### config.mk
export PLATFORM = sky130hd
export DESIGN_NAME = pipeline_fetch_driver
export DESIGN_NICKNAME = d
export VERILOG_FILES = /design/src/rtl/pipeline_fetch_driver.sv
export SDC_FILE = /design/constraint.sdc
export NUM_CORES = 1
export LEC_CHECK = 0
export ABC_CLOCK_PERIOD_IN_PS = 2390
export CORE_ASPECT_RATIO = 1.1
export CORE_UTILIZATION = 45
export CTS_BUF_LIST = sky130_fd_sc_hd__clkbuf_8
export CTS_CLUSTER_SIZE = 12
export DETAILED_ROUTE_END_ITERATION = 12
export PLACE_DENSITY = 0.82
export RECOVER_POWER = 100
export SLEW_MARGIN = 10
export SYNTH_ARGS = -nofsm -noshare
export SYNTH_HDL_FRONTEND = slang
export SYNTH_SLANG_ARGS = --single-unit
### constraint.sdc
create_clock -name clk -period 2.39 [get_ports clk]
set_input_delay 0.717 -clock clk [delete_from_list [all_inputs] [get_ports clk]]
set_output_delay 0.717 -clock clk [all_outputs]
set_load 0.05 [all_outputs]
### src/rtl/pipeline_fetch_driver.sv
// rtl/pipeline_fetch_driver.sv - fetch-side master: issues PCs into the pipeline and drains its results
// Issue side is a four-phase DIR/ack handshake; drain side acks each DOR with a one-cycle pulse.
module pipeline_fetch_driver #(
  parameter int ADDR_WIDTH      = 32,
  parameter int DATA_WIDTH      = 32,
  parameter int PC_STEP         = 4,
  parameter int RESET_PC        = 0,
  parameter int MAX_OUTSTANDING = 4,
  parameter int CNT_WIDTH       = 3
) (
  input  logic                  clk,
  input  logic                  reset,
  input  logic                  enable,
  input  logic                  redirect_valid,
  input  logic [ADDR_WIDTH-1:0] redirect_pc,
  output logic                  pipeline_DIR,
  output logic [ADDR_WIDTH-1:0] pipeline_data_in,
  input  logic                  ack_from_pipeline,
  input  logic                  pipeline_DOR,
  input  logic [DATA_WIDTH-1:0] pipeline_data_out,
  output logic                  ack_to_pipeline,
  output logic                  result_valid,
  output logic [DATA_WIDTH-1:0] result_data,
  input  logic                  result_ready,
  output logic [CNT_WIDTH-1:0]  outstanding,
  output logic [ADDR_WIDTH-1:0] pc,
  output logic                  protocol_error
);

  typedef enum logic [1:0] {
    ISSUE_IDLE  = 2'd0,
    ISSUE_REQ   = 2'd1,
    ISSUE_ACKED = 2'd2
  } issue_state_t;

  typedef enum logic {
    DRAIN_WAIT = 1'b0,
    DRAIN_ACK  = 1'b1
  } drain_state_t;

  localparam logic [CNT_WIDTH-1:0]  MAX_CNT  = CNT_WIDTH'(MAX_OUTSTANDING);
  localparam logic [ADDR_WIDTH-1:0] STEP     = ADDR_WIDTH'(PC_STEP);
  localparam logic [ADDR_WIDTH-1:0] PC_INIT  = ADDR_WIDTH'(RESET_PC);

  issue_state_t issue_state, issue_next;
  drain_state_t drain_state, drain_next;

  logic                  dir_next;
  logic [ADDR_WIDTH-1:0] data_in_next;
  logic                  issue_done;
  logic                  ack_next;
  logic                  capture;
  logic [ADDR_WIDTH-1:0] pc_next;
  logic                  result_valid_next;
  logic [DATA_WIDTH-1:0] result_data_next;
  logic [CNT_WIDTH-1:0]  outstanding_next;
  logic                  protocol_error_next;

  // Issue FSM: DIR and data_in are registered, so DIR stays stable through REQ.
  always_comb begin
    issue_next   = issue_state;
    dir_next     = pipeline_DIR;
    data_in_next = pipeline_data_in;
    issue_done   = 1'b0;
    case (issue_state)
      ISSUE_IDLE: begin
        if (enable && (outstanding < MAX_CNT) && !redirect_valid) begin
          dir_next     = 1'b1;
          data_in_next = pc;
          issue_next   = ISSUE_REQ;
        end else begin
          dir_next = 1'b0;
        end
      end
      ISSUE_REQ: begin
        if (ack_from_pipeline) begin
          dir_next   = 1'b0;
          issue_done = 1'b1;
          issue_next = ISSUE_ACKED;
        end
      end
      ISSUE_ACKED: begin
        dir_next = 1'b0;
        if (!ack_from_pipeline) begin
          issue_next = ISSUE_IDLE;
        end
      end
      default: begin
        dir_next   = 1'b0;
        issue_next = ISSUE_IDLE;
      end
    endcase
  end

  // Drain FSM: the ACK state forces a gap so the ack pulse is exactly one cycle.
  always_comb begin
    drain_next = drain_state;
    ack_next   = 1'b0;
    capture    = 1'b0;
    if (drain_state == DRAIN_WAIT) begin
      if (pipeline_DOR && (!result_valid || result_ready)) begin
        capture    = 1'b1;
        ack_next   = 1'b1;
        drain_next = DRAIN_ACK;
      end
    end else begin
      drain_next = DRAIN_WAIT;
    end
  end

  always_comb begin
    pc_next = pc;
    if (redirect_valid) begin
      pc_next = redirect_pc;
    end else if (issue_done) begin
      pc_next = pc + STEP;
    end

    result_data_next  = result_data;
    result_valid_next = result_valid;
    if (capture) begin
      result_data_next  = pipeline_data_out;
      result_valid_next = 1'b1;
    end else if (result_valid && result_ready) begin
      result_valid_next = 1'b0;
    end

    // A drain with nothing outstanding is flagged but never underflows the counter.
    outstanding_next    = outstanding;
    protocol_error_next = protocol_error;
    if (capture && (outstanding == '0)) begin
      protocol_error_next = 1'b1;
    end
    if (issue_done && !capture) begin
      outstanding_next = outstanding + 1'b1;
    end else if (!issue_done && capture && (outstanding != '0)) begin
      outstanding_next = outstanding - 1'b1;
    end
  end

  always_ff @(posedge clk) begin
    if (reset) begin
      issue_state      <= ISSUE_IDLE;
      drain_state      <= DRAIN_WAIT;
      pipeline_DIR     <= 1'b0;
      pipeline_data_in <= '0;
      ack_to_pipeline  <= 1'b0;
      result_valid     <= 1'b0;
      result_data      <= '0;
      outstanding      <= '0;
      pc               <= PC_INIT;
      protocol_error   <= 1'b0;
    end else begin
      issue_state      <= issue_next;
      drain_state      <= drain_next;
      pipeline_DIR     <= dir_next;
      pipeline_data_in <= data_in_next;
      ack_to_pipeline  <= ack_next;
      result_valid     <= result_valid_next;
      result_data      <= result_data_next;
      outstanding      <= outstanding_next;
      pc               <= pc_next;
      protocol_error   <= protocol_error_next;
    end
  end

endmodule

# [After elaboration in Yosys (flattened, before gate mapping)]
# Index checks and enable logic that the tools add are counted.
[op_classes] n_mux=17 magnitude_cmp=1 reduce_logical=21 addsub=3 eq_ne=5
[ops] operator="32-bit two-way mux" count=2
[ops] operator="32-bit by 3-bit adder with 32-bit output, second input constant" count=1
[ops] operator="1-bit logical AND" count=8
[ops] operator="1-bit two-way mux" count=8
[ops] operator="2-bit two-way mux" count=3
[ops] operator="3-bit two-way mux" count=2
[ops] operator="2-bit != test, second input constant" count=3
[ops] operator="2-bit case mux with 3 select lines" count=1
[ops] operator="2-bit nonzero test" count=3
[ops] operator="1-bit logical NOT" count=4
[ops] operator="3-bit by 1-bit adder with 3-bit output, second input constant" count=1
[ops] operator="3-bit logical NOT" count=1
[ops] operator="3-bit < comparator, second input constant" count=1
[ops] operator="3-bit AND reduction" count=1
[ops] operator="3-bit nonzero test" count=1
[ops] operator="3-bit by 1-bit subtractor with 3-bit output, second input constant" count=1
[ops] operator="2-bit by 1-bit == test with 1-bit output, second input constant" count=1
[ops] operator="2-bit == test, second input constant" count=1
[ops] operator="2-bit logical NOT" count=1
[ops] operator="1-bit case mux with 2 select lines" count=1
[ops] operator="2-bit AND reduction" count=1
[ops] operator="1-bit logical OR" count=1
[totals] input_bits=71 word_cells=56 reg_bits=105 output_inout_bits=103

# [Longest topological paths before layout]
# Gate-level depths: netlist of run 1.
[logic_depth] word_depth=9 mapped_depth=7 ltp_nobuf=7

# [Worst setup path after synthesis of run 1]
# OpenSTA, ideal clock, no wires.
[synth_path] path_type="input to register" start="input result_ready" end="register outstanding[2]" stages=6 t_required_ps=2304 setup_slack_ps=155 setup_ps=86 path_buffers=0 t_arrival_ps=2149 path_cell_list="nand2b_1 > nand2_1 > nand2_1 > fa_1 > o311a_1 > a211oi_1"
[synth_via] elab_chain_len=7 word_cells_on_any_way=10 cone_classes="mux (3); reduce/logical (7)"
[synth_lines] element="from (decl)" line_no="24" text="input logic result_ready,"
[synth_lines] element="1-bit logical OR *" line_no="101" text="if (pipeline_DOR && (!result_valid || result_ready)) begin"
[synth_lines] element="1-bit logical AND *" line_no="101"
[synth_lines] element="1-bit two-way mux *" line_no="101"
[synth_lines] element="1-bit two-way mux *"
[synth_lines] element="1-bit logical NOT / 1-bit logical AND (equally long branches)" line_no="134, 136"
[synth_lines] element="1-bit logical AND, on equally long branches" line_no="134, 136"
[synth_lines] element="3-bit two-way mux / 2-bit nonzero test (equally long branches)"
[synth_lines] element="to (signal assigned)" line_no="161" text="outstanding <= outstanding_next;"
[synth_lines] element="to (decl)" line_no="25" text="output logic [CNT_WIDTH-1:0] outstanding,"
# Every way passes the cells marked *; elsewhere a longest branch is shown, timed or not.
# A chain may end at the register's enable or synchronous reset.

==> impl_results.md, run 1 <==
- Finished Cell Area: 6470 um2
- Fin crit period: 2.33 ns
- Drt pass-1 iters: 5
- Worst Tran Pin Value: 1.04 ns
- Leakage: 2.61 nW
- H-Tree Depth: 3
- Die area: about 10000 um2
- CTS tree: yes
- Via count: between 4k and 5k
- Worst Min Path Start: pipeline_data_in[3]$_SDFFE_PP0P_
- Routed WL: about 12000 um
- GRT Residual Overflow: 0
- Num rows: 37
- Clock transition at path regs: between 0.1 and 0.15 ns
- Slew HR: 0.306
- Wire length per cell: 14.5 um
- EDFF count, synth: 0
- First-pass GRT wire length: just under 20000 um
- Fin Setup TNS: 0 ns
- Sequential element share of the synthesized area: 0.476
- Area delta synth->final: 46.5%
- Pwr dens: 605 nW/um2
- Synth warn: 0
- Post-synth ARST share: 0
- Fmax: 430 MHz
- DR DRC count: 0
- Final GP Congestion: 0.821
- Crit path launch type: register
- Root buf cell: clkbuf_8
- Worst min path class: reg -> reg
- Clock sink total: 105
- Slew Viols, Final: 0
- Drt initial violations: ~170
- Maximum fanout along the worst path: 3
- Postcts setup bufs: 0
- PortBufs: ~170
- CTS buffer count: 9
- Core Region: roughly 9400 um2
- Status: finished clean
- Critical path cell sequence: clkdlybuf4s50_1
- Yosys reg bits: 105
- Hold Vio Cnt, Final: 0
- Antenna diodes: 0
- Max Cap Viol: 0
- Clock Skew: 0.0157 ns
- Post-Syn Area per Cell: 8.00 um2
- Final setup violation count: 0
- Placed Area: 6410 um2
- Gr usage total: 0.245
- Syn_nets: 625
- Placed cells: approximately 840
- Clk_lat worst skew: 0.38 ns
- CP startpoint: drain_state$_SDFF_PP0_
- CP Data Required Time: ~1.7 ns
- Ys flop type: dfxtp_1
- Die height: 106 um
- Nature of the critical path endpoint: output port
- Initial Utilization: 0.468
- Peak VDD IR: 0.363 mV
- Maximum clock insertion buffer count: 2
- Mapped Cells: 552
- Initial antenna violation count: 0
- Leading cell type in the layout, fill and taps excluded: nand2_1
- Final antenna-violating net count: 0
- CP max-delay cell: clkdlybuf4s50_1
- FF-to-FF Start: pc[8]$_SDFFE_PP0N_
- Crit-path max cell delay: 0.84 ns
- Largest net degree at the start of global routing: 105
- CP arrival: 1.61 ns
- Fin nets: 808
- RSZ-0062 raised after global routing: no
- Vias in the first global route: about 4.2k
- Detail Placement HPWL: roughly 9000 um
- Period utilisation layout: 0.973
- Vias per std cell: between 5 and 6
- Most frequent cells in the layout: 149 x nand2_1, 105 x dfxtp_1, 99 x clkdlybuf4s50_1
- Final core utilization: 0.685
- Cell Area, Synth: 4420 um2
- Hold_buf cts: 0
- Die Wd: 96.5 um
- Delay-heaviest family, CP: buffers and inverters
- I/O pin count: 174
- Share of layout cells above drive strength 1: 0.0717
- Critical path buffers and inverters: 1
- Post-Layout Cell Count: approximately 860
- Setup Crit Path Kind: reg -> out
- Cell variety after synth: 46
-- kinds of logic (layout without fill, tap and decap cells) --
family / count (synthesis) / after routing / synth area share
simple gates: 237 / 237 / 0.246
compound gates: 122 / 122 / 0.155
flops: 105 / 105 / 0.476
buf+inv: 52 / 239 / 0.0462
xor+xnor: 25 / 25 / 0.0496
mux: 9 / 9 / 0.0207
fa+ha+maj: 2 / 2 / 0.00736
-- timing repair --
item / CTS / global route
resized for setup: 10 / 7
endpoints found under the setup margin: 10 / 7
gates cloned: 0 / 0
-- registers in the layout, summed over array words and instances (netlist names) --
signal,flops
drain_state,1
issue_state,2
outstanding,3
pc,32
pipeline_DIR,1
pipeline_data_in,32
protocol_error,1
result_data,32
result_valid,1
-- synth_stat cells, types with 4 or more instances --
cell / instances / share of area
xor2_1: 6 / 0.012
mux2i_1: 8 / 0.018
clkbuf_1: 28 / 0.024
nand2_1: 149 / 0.13
nor2_1: 21 / 0.018
nand4_1: 11 / 0.016
a21oi_1: 90 / 0.10
nor4_1: 4 / 0.0057
nor2b_1: 4 / 0.0057
o21a_1: 16 / 0.027
nand3_1: 18 / 0.020
dfxtp_1: 105 / 0.48
buf_2: 4 / 0.0045
xnor2_1: 19 / 0.038
nor3_1: 5 / 0.0057
o21ai_0: 4 / 0.0045
inv_1: 18 / 0.015
-- worst paths after layout --
path / to / slack, ns / depth (start not counted)
worst min-delay path: pipeline_data_in[3]$_SDFFE_PP0P_ / 0.45 / 2
worst max register to register: pc[25]$_SDFFE_PP0N_ / 0.46 / 5
worst min register to register: pipeline_data_in[3]$_SDFFE_PP0P_ / 0.45 / 2
worst max-delay path: ack_to_pipeline / 0.06 / 1
-- cell type report --
type / instances / area, um2
clock buffers: 10 / 138
clock inverters: 5 / 38.8
fillers: 792 / 2970
inverters: 18 / 67.6
multi-input cells: 395 / 2110
flip-flops and latches: 105 / 2100
well taps: 117 / 146
repair buffers: 206 / 1870
-- metal layers --
layer | GRT usage | vias up | wire, um
met5 | 0 | - | 0
li1 | - | 2215 | -
met2 | 0.422 | 178 | 5980
met3 | 0.0823 | 16 | 1190
met4 | 0.0704 | 0 | 170
met1 | 0.285 | 2022 | 5040
-- report_power, final --
group	internal, mW	total, mW	switching [mW]
logic	0.357	0.965	0.608
registers	1.85	1.93	0.0827
clock network	0.409	1.02	0.612
-- through the flow --
stage | power [mW] | setup WS (ns) | hold slack [ns]
after CTS | 3.98 | 0.00689 | 0.460
after global routing | 4.09 | 0.0101 | 0.479
after global placement | 2.97 | -0.140 | 0.442
final | 3.92 | 0.0638 | 0.452
after floorplan | 2.56 | 0.155 | 0.555
after detailed placement | 2.98 | -0.213 | 0.447
(Power assumes the default switching activity.)
==> run 2, diff against run 1 <==
--- a/config.mk
+++ b/config.mk
@@ -6,6 +6,7 @@
 export NUM_CORES = 1
 export LEC_CHECK = 0
 export ABC_CLOCK_PERIOD_IN_PS = 2390
+export CAP_MARGIN = 20
 export CORE_ASPECT_RATIO = 1.1
 export CORE_UTILIZATION = 45
 export CTS_BUF_LIST = sky130_fd_sc_hd__clkbuf_8
==> results of run 2 <==
Same layout as run 1: the final DEF is identical, and so are final timing and power.
==> run 3, diff against run 2 <==
--- a/config.mk
+++ b/config.mk
@@ -6,13 +6,13 @@
 export NUM_CORES = 1
 export LEC_CHECK = 0
 export ABC_CLOCK_PERIOD_IN_PS = 2390
-export CAP_MARGIN = 20
+export CAP_MARGIN = 10
 export CORE_ASPECT_RATIO = 1.1
 export CORE_UTILIZATION = 45
 export CTS_BUF_LIST = sky130_fd_sc_hd__clkbuf_8
 export CTS_CLUSTER_SIZE = 12
 export DETAILED_ROUTE_END_ITERATION = 12
-export PLACE_DENSITY = 0.82
+export PLACE_DENSITY = 0.85
 export RECOVER_POWER = 100
 export SLEW_MARGIN = 10
 export SYNTH_ARGS = -nofsm -noshare
==> run 3 against run 2 <==
Final area rose by 1.9%. Register-to-register slack got worse by 0.02 ns. Cell count fell by 0.12%. Critical path type unchanged.
==> impl_results.md, run 3 (synthesis results as in run 1) <==
- Die Wd: 96.5 um
- Power share of the sequential group: 0.475
- Maximum clock insertion buffer count: 2
- Clk_lat worst skew: 0.37 ns
- CP Data Required Time: 1.67 ns
- Num rows: 37
- Nature of the critical path endpoint: output port
- Fin crit period: 2.34 ns
- Initial antenna violation count: 0
- GRT Residual Overflow: 0
- Fin nets: slightly above 800
- CP max-delay cell: clkdlybuf4s50_1
- Share of total power in combinational logic: 0.246
- Final core utilization: 0.699
- Gr usage total: 0.254
- Psw: 1.30 mW
- Fillers: 748
- Clock Skew: 0.00590 ns
- Die area: 10200 um2
- Wire length per cell: 15.5 um
- Crit Reg-Reg Endpoint: pc[27]$_SDFFE_PP0N_
- Area delta synth->final: 49.3%
- Vias per std cell: ~5.3
- Via count: 4494
- Leading cell type in the layout, fill and taps excluded: clkdlybuf4s50_1
- Slew Viols, Final: 0
- Largest net degree at the start of global routing: 69
- DR DRC count: 0
- Root buf cell: clkbuf_8
- FF-to-FF Start: pc[8]$_SDFFE_PP0N_
- Detail Placement HPWL: 9490 um
- Slew HR: 0.193
- Drt initial violations: around 130
- Most frequent cells in the layout: 151 x clkdlybuf4s50_1, 149 x nand2_1, 105 x dfxtp_1
- Maximum fanout along the worst path: 5
- Core Region: 9440 um2
- First-pass GRT wire length: 20300 um
- Critical path cell sequence: clkdlybuf4s50_1
- PortBufs: ~170
- R2r setup slk: ~0.44 ns
- Setup Crit Path Kind: reg -> out
- Leakage: 2.60 nW
- Hold Path End: result_data[30]$_SDFFE_PP0P_
- CTS buffer count: 9
- Routed WL: 13300 um
- Delay-heaviest family, CP: buffers and inverters
- Fin Setup TNS: 0 ns
- Crit-path max cell delay: ~0.84 ns
- Status: finished clean
- Max Cap Viol: 0
- Overall power: between 4 and 5 mW
- Critical path buffers and inverters: 1
- CP arrival: 1.63 ns
- Placed cells: ~840
- Final setup violation count: 0
- Initial Utilization: 0.468
- Antenna diodes: 0
- Drt pass-1 iters: 5
- Die height: roughly 110 um
- Pwr dens: 618 nW/um2
- Vias in the first global route: between 4k and 5k
- Final GP Congestion: 0.864
- Clock transition at path regs: 0.09 ns
- Worst Tran Pin Value: about 1.2 ns
- Worst min path class: reg -> reg
- Clock sink total: roughly 110
- Cells on worst reg2reg path: 6
- Fmax: 427 MHz
- Pint: 2.77 mW
- CTS tree: yes
- Final antenna-violating net count: 0
- Crit path launch type: register
- Biggest regs: pc x32, pipeline_data_in x32, result_data x32
- Hold path depth: 2
- Peak VDD IR: 0.280 mV
- Hold Vio Cnt, Final: 0
- Post-Layout Cell Count: 855
- Clk pwr share: 0.279
- Postcts setup bufs: 0
- Share of layout cells above drive strength 1: 0.0799
- I/O pin count: 174
- Switch share: 0.319
- H-Tree Depth: 3
- Worst Min Path Start: result_data[30]$_SDFFE_PP0P_
- Period utilisation layout: 0.980
## run 3: cell types whose count changed in the layout (fill, tap and decap cells not counted), moves of 2 or more
cell / change
clkbuf_2: -2
clkbuf_1: -14
o21ai_0: -2
o21ai_1: +2
inv_6: -2
buf_4: +7
dlymetal6s2s_1: +6
dlygate4sd3_1: -50
clkdlybuf4s50_1: +52
## run 3: power by group through the flow
stage	Combinational (mW)	Clock, mW	Sequential, mW
after floorplan	0.262	0	2.30
after global placement	0.994	0	1.97
after detailed placement	1.01	0	1.98
after CTS	1.01	1.15	1.94
after global routing	1.07	1.20	1.95
final	1.00	1.14	1.94
## run 3: timing repair
item | in CTS | in global routing
pin swaps | 0 | 1
hold buffers | 0 | 0
gates resized for setup | 9 | 9
endpoints found under the setup margin | 9 | 8
hold endpoints to repair | 0 | 0
cloned | 0 | 0
## run 3: per-stage QoR
stage,cell area (um2),setup slack (ns),hold WS [ns]
finish,6600,0.0478,0.458
CTS,6610,0.00612,0.461
global placement,6410,-0.147,0.442
floorplan,4420,0.155,0.555
detailed placement,6410,-0.287,0.447
global route,6600,-0.0221,0.474
## run 3: tightest hold or removal path: stages, from the launching register on
cell	delay [ns]
dfxtp_1	0.32
nand2_1	0.05
a21oi_1	0.05
## run 3: area by class of cell
type,count,area [um2],share of cell area
inverters,18,67.6,0.0102
multi-input cells,395,2110,0.321
repair buffers,204,1960,0.297
clock buffers,11,151,0.0229
clock inverters,5,55.1,0.00834
flip-flops and latches,105,2100,0.319
well taps,117,146,0.0222
## run 3: per-layer routing
layer	track usage	routed length, um	share of wire
met5	0	0	0
met4	0.110	341	0.026
met3	0.0536	1110	0.084
met2	0.474	6840	0.52
met1	0.265	4970	0.37
## run 3: worst max-delay path by stage
stage               slack [ns]  cells after the start                           to                start
detailed placement       -0.29                      8  outstanding[2]$_SDFFE_PP0P_    ack_from_pipeline
finish                    0.05                      1                       pc[31]  pc[31]$_SDFFE_PP0N_
CTS                      0.006                      1                       pc[25]  pc[25]$_SDFFE_PP0N_
global placement         -0.15                      7  outstanding[1]$_SDFFE_PP0P_    ack_from_pipeline
floorplan                 0.16                      6  outstanding[2]$_SDFFE_PP0P_         result_ready
global route             -0.02                      7  outstanding[0]$_SDFFE_PP0P_         pipeline_DOR
